**config.mk**
```make
export PLATFORM = sky130hd
export DESIGN_NAME = step_counter_limit
export DESIGN_NICKNAME = d
export VERILOG_FILES = /design/src/rtl/step_counter_limit.sv
export SDC_FILE = /design/constraint.sdc
export NUM_CORES = 1
export LEC_CHECK = 0
export CAP_MARGIN = 15
export CORE_MARGIN = 10
export CORE_UTILIZATION = 58
export DETAILED_ROUTE_END_ITERATION = 8
export PLACE_DENSITY_LB_ADDON = 0.2
export RECOVER_POWER = 50
export SLEW_MARGIN = 20
export SYNTH_ARGS = -nofsm -noshare
export SYNTH_HDL_FRONTEND = slang
export SYNTH_SLANG_ARGS = --single-unit
```
**constraint.sdc**
```tcl
create_clock -name clk -period 7.8 [get_ports clk]
set_input_delay 1.95 -clock clk [delete_from_list [all_inputs] [get_ports clk]]
set_output_delay 1.95 -clock clk [all_outputs]
set_load 0.1 [all_outputs]
```
**src/rtl/step_counter_limit.sv**
```systemverilog
// step_counter_limit: quadrature A/B step counter with a done-on-limit flag and a byte-wide read bus
//   clk, rst          rising-edge clock, synchronous active-high reset
//   addr, cs, rd      byte read bus; data_out is registered (1-cycle latency)
//   A, B              asynchronous encoder channels
//   limit_in          value loaded by the load_limit strobe
//   done              sticky: counter equalled a non-zero limit
module step_counter_limit #(
    parameter logic [15:0] BASE_ADDR   = 16'h0000,
    parameter int          SYNC_STAGES = 2
) (
    input  logic        clk,
    input  logic        rst,
    input  logic [15:0] addr,
    input  logic        cs,
    input  logic        rd,
    output logic [7:0]  data_out,
    input  logic        A,
    input  logic        B,
    input  logic [15:0] limit_in,
    input  logic        load_limit,
    output logic        done
);
    logic [SYNC_STAGES-1:0] a_sr, b_sr;
    logic [1:0]  ab, prev_ab;
    logic [15:0] count, limit, off;
    logic [7:0]  inv_cnt, rd_byte, status;
    logic        dir, flag, stepped, fwd, rev, inv, rd_en, stat_rd;
    assign ab      = {a_sr[SYNC_STAGES-1], b_sr[SYNC_STAGES-1]};
    assign fwd     = (prev_ab == 2'b00 && ab == 2'b01) || (prev_ab == 2'b01 && ab == 2'b11) ||
                     (prev_ab == 2'b11 && ab == 2'b10) || (prev_ab == 2'b10 && ab == 2'b00);
    assign rev     = (prev_ab == 2'b01 && ab == 2'b00) || (prev_ab == 2'b11 && ab == 2'b01) ||
                     (prev_ab == 2'b10 && ab == 2'b11) || (prev_ab == 2'b00 && ab == 2'b10);
    assign inv     = (ab ^ prev_ab) == 2'b11;
    assign off     = addr - BASE_ADDR;
    assign rd_en   = cs && rd;
    assign stat_rd = rd_en && off == 16'd0;
    assign status  = {3'b000, ab[0], ab[1], flag, dir, done};
    always_comb begin
        rd_byte = 8'h00;
        case (off)
            16'd0:   rd_byte = status;
            16'd1:   rd_byte = limit[7:0];
            16'd2:   rd_byte = limit[15:8];
            16'd3:   rd_byte = inv_cnt;
            16'd5:   rd_byte = count[7:0];
            16'd6:   rd_byte = count[15:8];
            default: rd_byte = 8'h00;
        endcase
    end
    always_ff @(posedge clk) begin
        if (rst) begin
            a_sr     <= '0;
            b_sr     <= '0;
            prev_ab  <= 2'b00;
            count    <= 16'h0000;
            limit    <= 16'h0000;
            inv_cnt  <= 8'h00;
            dir      <= 1'b0;
            flag     <= 1'b0;
            stepped  <= 1'b0;
            done     <= 1'b0;
            data_out <= 8'h00;
        end else begin
            a_sr     <= {a_sr[SYNC_STAGES-2:0], A};
            b_sr     <= {b_sr[SYNC_STAGES-2:0], B};
            prev_ab  <= ab;
            count    <= fwd ? count + 16'd1 : rev ? count - 16'd1 : count;
            inv_cnt  <= (inv && inv_cnt != 8'hFF) ? inv_cnt + 8'd1 : inv_cnt;
            dir      <= fwd ? 1'b1 : rev ? 1'b0 : dir;
            stepped  <= stepped | fwd | rev;
            // a reversal detected in the same cycle as a status read must not be lost
            flag     <= (stepped && (fwd || rev) && fwd != dir) ? 1'b1 : stat_rd ? 1'b0 : flag;
            data_out <= rd_en ? rd_byte : 8'h00;
            if (load_limit) begin
                limit <= limit_in;
                done  <= 1'b0;
            end else if (limit != 16'h0000 && count == limit) begin
                done  <= 1'b1;
            end
        end
    end
endmodule

```
# Word-level counts from Yosys, hierarchy flattened
# Index checks and enable logic that the tools add are counted.
# word_totals
ff_bits,58
inputBits,39
# op_classes
addsub,3
bitwise,4
reduce_logical,29
n_eq_ne,15
n_mux,7
# op_table
cell,n
$pmux W8 S6,1
$eq A16 B2 Y1 const B,2
$eq A16 B3 Y1 const B,2
$mux W16,2
$add A16 B1 Y16 const B,1
$eq A16 B1 Y1 const B,1
$eq A16 B16 Y1,1
$logic_not A16 Y1,1
$reduce_bool A16 Y1,1
$sub A16 B1 Y16 const B,1
$logic_and A1 B1 Y1,14
$eq A2 B2 Y1 const B,5
$add A8 B1 Y8 const B,1
$ne A8 B8 Y1 const B,1
$logic_or A1 B1 Y1,7
$eq A2 B1 Y1 const B,2
$logic_not A2 Y1,2
$mux W1,4
$reduce_bool A2 Y1,2
$reduce_or A2 Y1,2
$or A1 B1 Y1,2
$xor A2 B2 Y2,1
$ne A1 B1 Y1,1
$not A1 Y1,1

# Logic depth before layout (Yosys ltp)
# depth
depth_word,9
depth_mapped,11

# Least setup slack after synthesis
# No wires, ideal clock.
# synth_timing
path_type,input-to-reg
start,input port addr[3]
end,register flag
slack_ps,4455
setup_time_ps,128
arrival_ps,3218
path_stages,7
n_path_buf,0
cell_sequence,nor4_1 > nand4_1 > or2_2 > nor3_2 > nand3_1 > a22oi_1 > nor2_1
# synth_via
elab_chain_cells,3
# synth_lines
element,line_no,source
from (decl),13,"input logic [15:0] addr,"
$logic_not A16 Y1,36,assign stat_rd = rd_en && off == 16'd0;
$logic_and A1 B1 Y1,36,
$reduce_bool A2 Y1 (no line),--,
to (signal assigned),72,flag <= (stepped && (fwd || rev) && fwd != dir) ? 1'b1 : stat_rd ? 1'b0 : flag;
to (decl),27,"logic dir, flag, stepped, fwd, rev, inv, rd_en, stat_rd;"
# Every way passes these cells.
# A chain may end at the register's enable or synchronous reset.

# Final worst setup path
# layout_timing
start,input port rst
end,register data_out[6]
# layout_via
elab_chain_cells,1
# layout_lines
element,line_no,source
from (decl),12,"input logic rst,"
$reduce_or A2 Y1 (no line),--,
to (signal assigned),73,data_out <= rd_en ? rd_byte : 8'h00;
to (decl),16,"output logic [7:0] data_out,"
# Every way passes these cells.

==> results_dict.tcl <==
set metrics [dict create \
    status "finished with violations" \
    violations "max-capacitance violations, max-slew violations" \
    vias 2873 \
    timing.fmax_ghz 0.2465 \
    synth_cells 355 \
    yosysMostFrequentCell "dfxtp_1" \
    drive_gt1_share_pct 6.618 \
    cts.repair.resized 0 \
    die_x_um 93.47 \
    clock_skew_ns 0.004567 \
    hold_viol_final 0 \
    drt-pass1-iter-count 5 \
    synth_top_area_share_pct 37.09 \
    routed_wl_um 8062 \
    filler_cell_count 394 \
    async_flop_share_pct 0 \
    diodes 0 \
    syn_avg_cell_area_um2 8.818 \
    cp.required_ns 8.00 \
    overflow 0 \
    grt_usage_pct 18.77 \
    chipHeight_um 93.47 \
    die-area_um2 8736 \
    nets 458 \
    synth_flop_cell "dfxtp_1" \
    cts_hold_buf 0 \
    cts_buffers 9 \
    num_io_pins 48 \
    syn_nets 410 \
    regToRegEndpoint "count[15]$_SDFFE_PP0N_" \
    place.gp.congestion 0.9645 \
    hold_class "reg2reg" \
    antenna_left 0 \
    max-slew-margin-rel_pct -54.48 \
    rows 26 \
    ys_ff_latch 58 \
    yosys.area.top_type "dfxtp_1" \
    cp-endpoint "data_out[6]$_SDFF_PP0_" \
    ys_seq_area_share_pct 37.09 \
    clockBufferDepth 2 \
    clk_latency_ns 0.34 \
    r2r_slack_ns 4.77 \
    pwr_density_cell_nw_per_um2 243.9 \
    post_cts_buffers 0 \
    cp.arrival_ns 4.26 \
    drcViolationCount 0 \
    start_kind "primary input" \
    clock-root-buffer "clkbuf_8" \
    setup-tns-final_ns 0 \
    startpoint "rst" \
    grt_pass1_wl_um 13370 \
    netlist_top_cells_area "dfxtp_1 37%, xnor2_1 6.4%, ha_1 6.0%" \
    yosys_warnings 0 \
    wl_per_cell_um 16.87 \
    slew_viol_final 56 \
    antenna_found_initial 0 \
    r2r-start "b_sr[1]$_SDFF_PP0_" \
    fin_crit_ns 4.056 \
    vias_per_cell 6.010 \
    dpl.hpwl_um 5983 \
    cts_tree "yes" \
    mappedNetlistArea_um2 3131 \
    min_period_over_period_pct 52.01 \
    grt_pass1_vias 2733 \
    htreeDepth 3 \
    endpoint_kind "flip-flop" \
    finalSetupViolations 0 \
    synth_cell_types 45 \
    worstRegToRegCells 11 \
    final_core_util_pct 74.41 \
    path_clk_slew_ns 0.06 \
    synth_edf_count 0 \
    synthTopCellsByCount "58 x dfxtp_1, 45 x nor2_1, 31 x nand2_1" \
    rsz0062_at_grt "false" \
    power_leakage_nw 1.487 \
    port_buffers 47 \
    initial_utilization_pct 60.52 \
    peakVddDrop_v 0.0001443 \
    drt-initial-drc-count 249 \
    placeableCoreArea_um2 5172 \
    syn2layout_area_growth_pct 22.94 \
    cts.sink_count 58 \
    tightest_slew_ns 2.317 \
    path_max_fanout 55 \
    grt_max_degree 56 \
    maxCapViolations 1 \
    critPathKind "in2reg" \
]
power by group:
part	internal (mW)	total [mW]	switching, mW	leakage, nW
combinational	0.147	0.298	0.150	0.908
clock	0.163	0.279	0.116	0.105
sequential	0.322	0.362	0.0404	0.474
flip-flops by register name, indices dropped and copies added (netlist names):
signal	cells
count	16
limit	16
data_out	8
inv_cnt	8
a_sr	2
b_sr	2
prev_ab	2
dir	1
done	1
flag	1
stepped	1
logic make-up after synthesis:
family                     share of synthesized area (%)
buffers and inverters                              1.559
AOI/OAI and AO/OA                                  18.63
adders and majority gates                          6.635
xor gates and xnor gates                           10.63
DFF                                                37.09
muxes                                              6.115
and+or+nand+nor                                    19.34
worst max-delay path, cell delays in order:
cell,delay [ns]
clkbuf_1,1.62
nand3b_1,0.40
a311o_1,0.22
a21oi_1,0.06
per-stage QoR:
step           instances  power (mW)  worst slack [ns]  area [µm²]  hold WS [ns]
2_1_floorplan        355      0.5894             4.455        3131        0.4138
3_3_place_gp         462      0.6503             3.876        3646        0.4172
3_5_place_dp         462      0.6609             3.789        3646        0.4291
4_1_cts              478      0.9400             3.965        3850        0.4585
5_1_grt              478      0.9934             3.540        3849        0.4707
6_report             478      0.9385             3.744        3849        0.4553
worst min-delay path by stage:
stage | endpoint | startpoint | depth (start not counted)
global route | b_sr[1]$_SDFF_PP0_ | b_sr[0]$_SDFF_PP0_ | 1
finish | b_sr[1]$_SDFF_PP0_ | b_sr[0]$_SDFF_PP0_ | 1
CTS | b_sr[1]$_SDFF_PP0_ | b_sr[0]$_SDFF_PP0_ | 1
global placement | a_sr[1]$_SDFF_PP0_ | a_sr[0]$_SDFF_PP0_ | 1
floorplan | a_sr[1]$_SDFF_PP0_ | a_sr[0]$_SDFF_PP0_ | 1
detailed placement | b_sr[1]$_SDFF_PP0_ | b_sr[0]$_SDFF_PP0_ | 1
placed cells by master, fill, tap and decap left out, types with 2 or more instances in the layout:
cell type         n
or3_1             4
nor2b_1           7
a21o_1            4
mux2i_1          18
a31oi_1           6
nor2_2            3
a211oi_1          6
nor3_2            2
o211ai_1          2
nor4_1            8
clkbuf_8         11
a222oi_1          3
xor2_1           15
o31ai_1           2
dfxtp_1          58
nor2_1           45
a211o_1           3
clkinv_2          3
nand2_1          31
nand3b_1          2
inv_1             2
a21oi_1          24
nor3_1            4
nand3_1           6
nand2b_1          3
nand4_1           8
xnor2_1          23
ha_1             15
clkdlybuf4s50_1  46
o21ai_1           6
o21ai_2           2
a22oi_1          19
final cells by class:
cell class | instances | area [µm²] | area share, %
clock buffer | 11 | 151.4 | 3.934
clock inverter | 5 | 52.55 | 1.365
inverter | 3 | 11.26 | 0.2926
multi-input combinational | 284 | 1921 | 49.90
sequential | 58 | 1161 | 30.17
tap | 70 | 87.58 | 2.276
timing repair buffer | 47 | 464.2 | 12.06
metal layers:
layer	share of wire [%]	vias up	global-route usage (%)	wire (µm)
li1	-	1400	-	-
met1	43	1323	22.99	3466
met2	46	125	30.05	3745
met3	8.0	25	3.997	646
met4	2.5	0	10.03	204
met5	0	-	0	0
(Power assumes the default switching activity.)
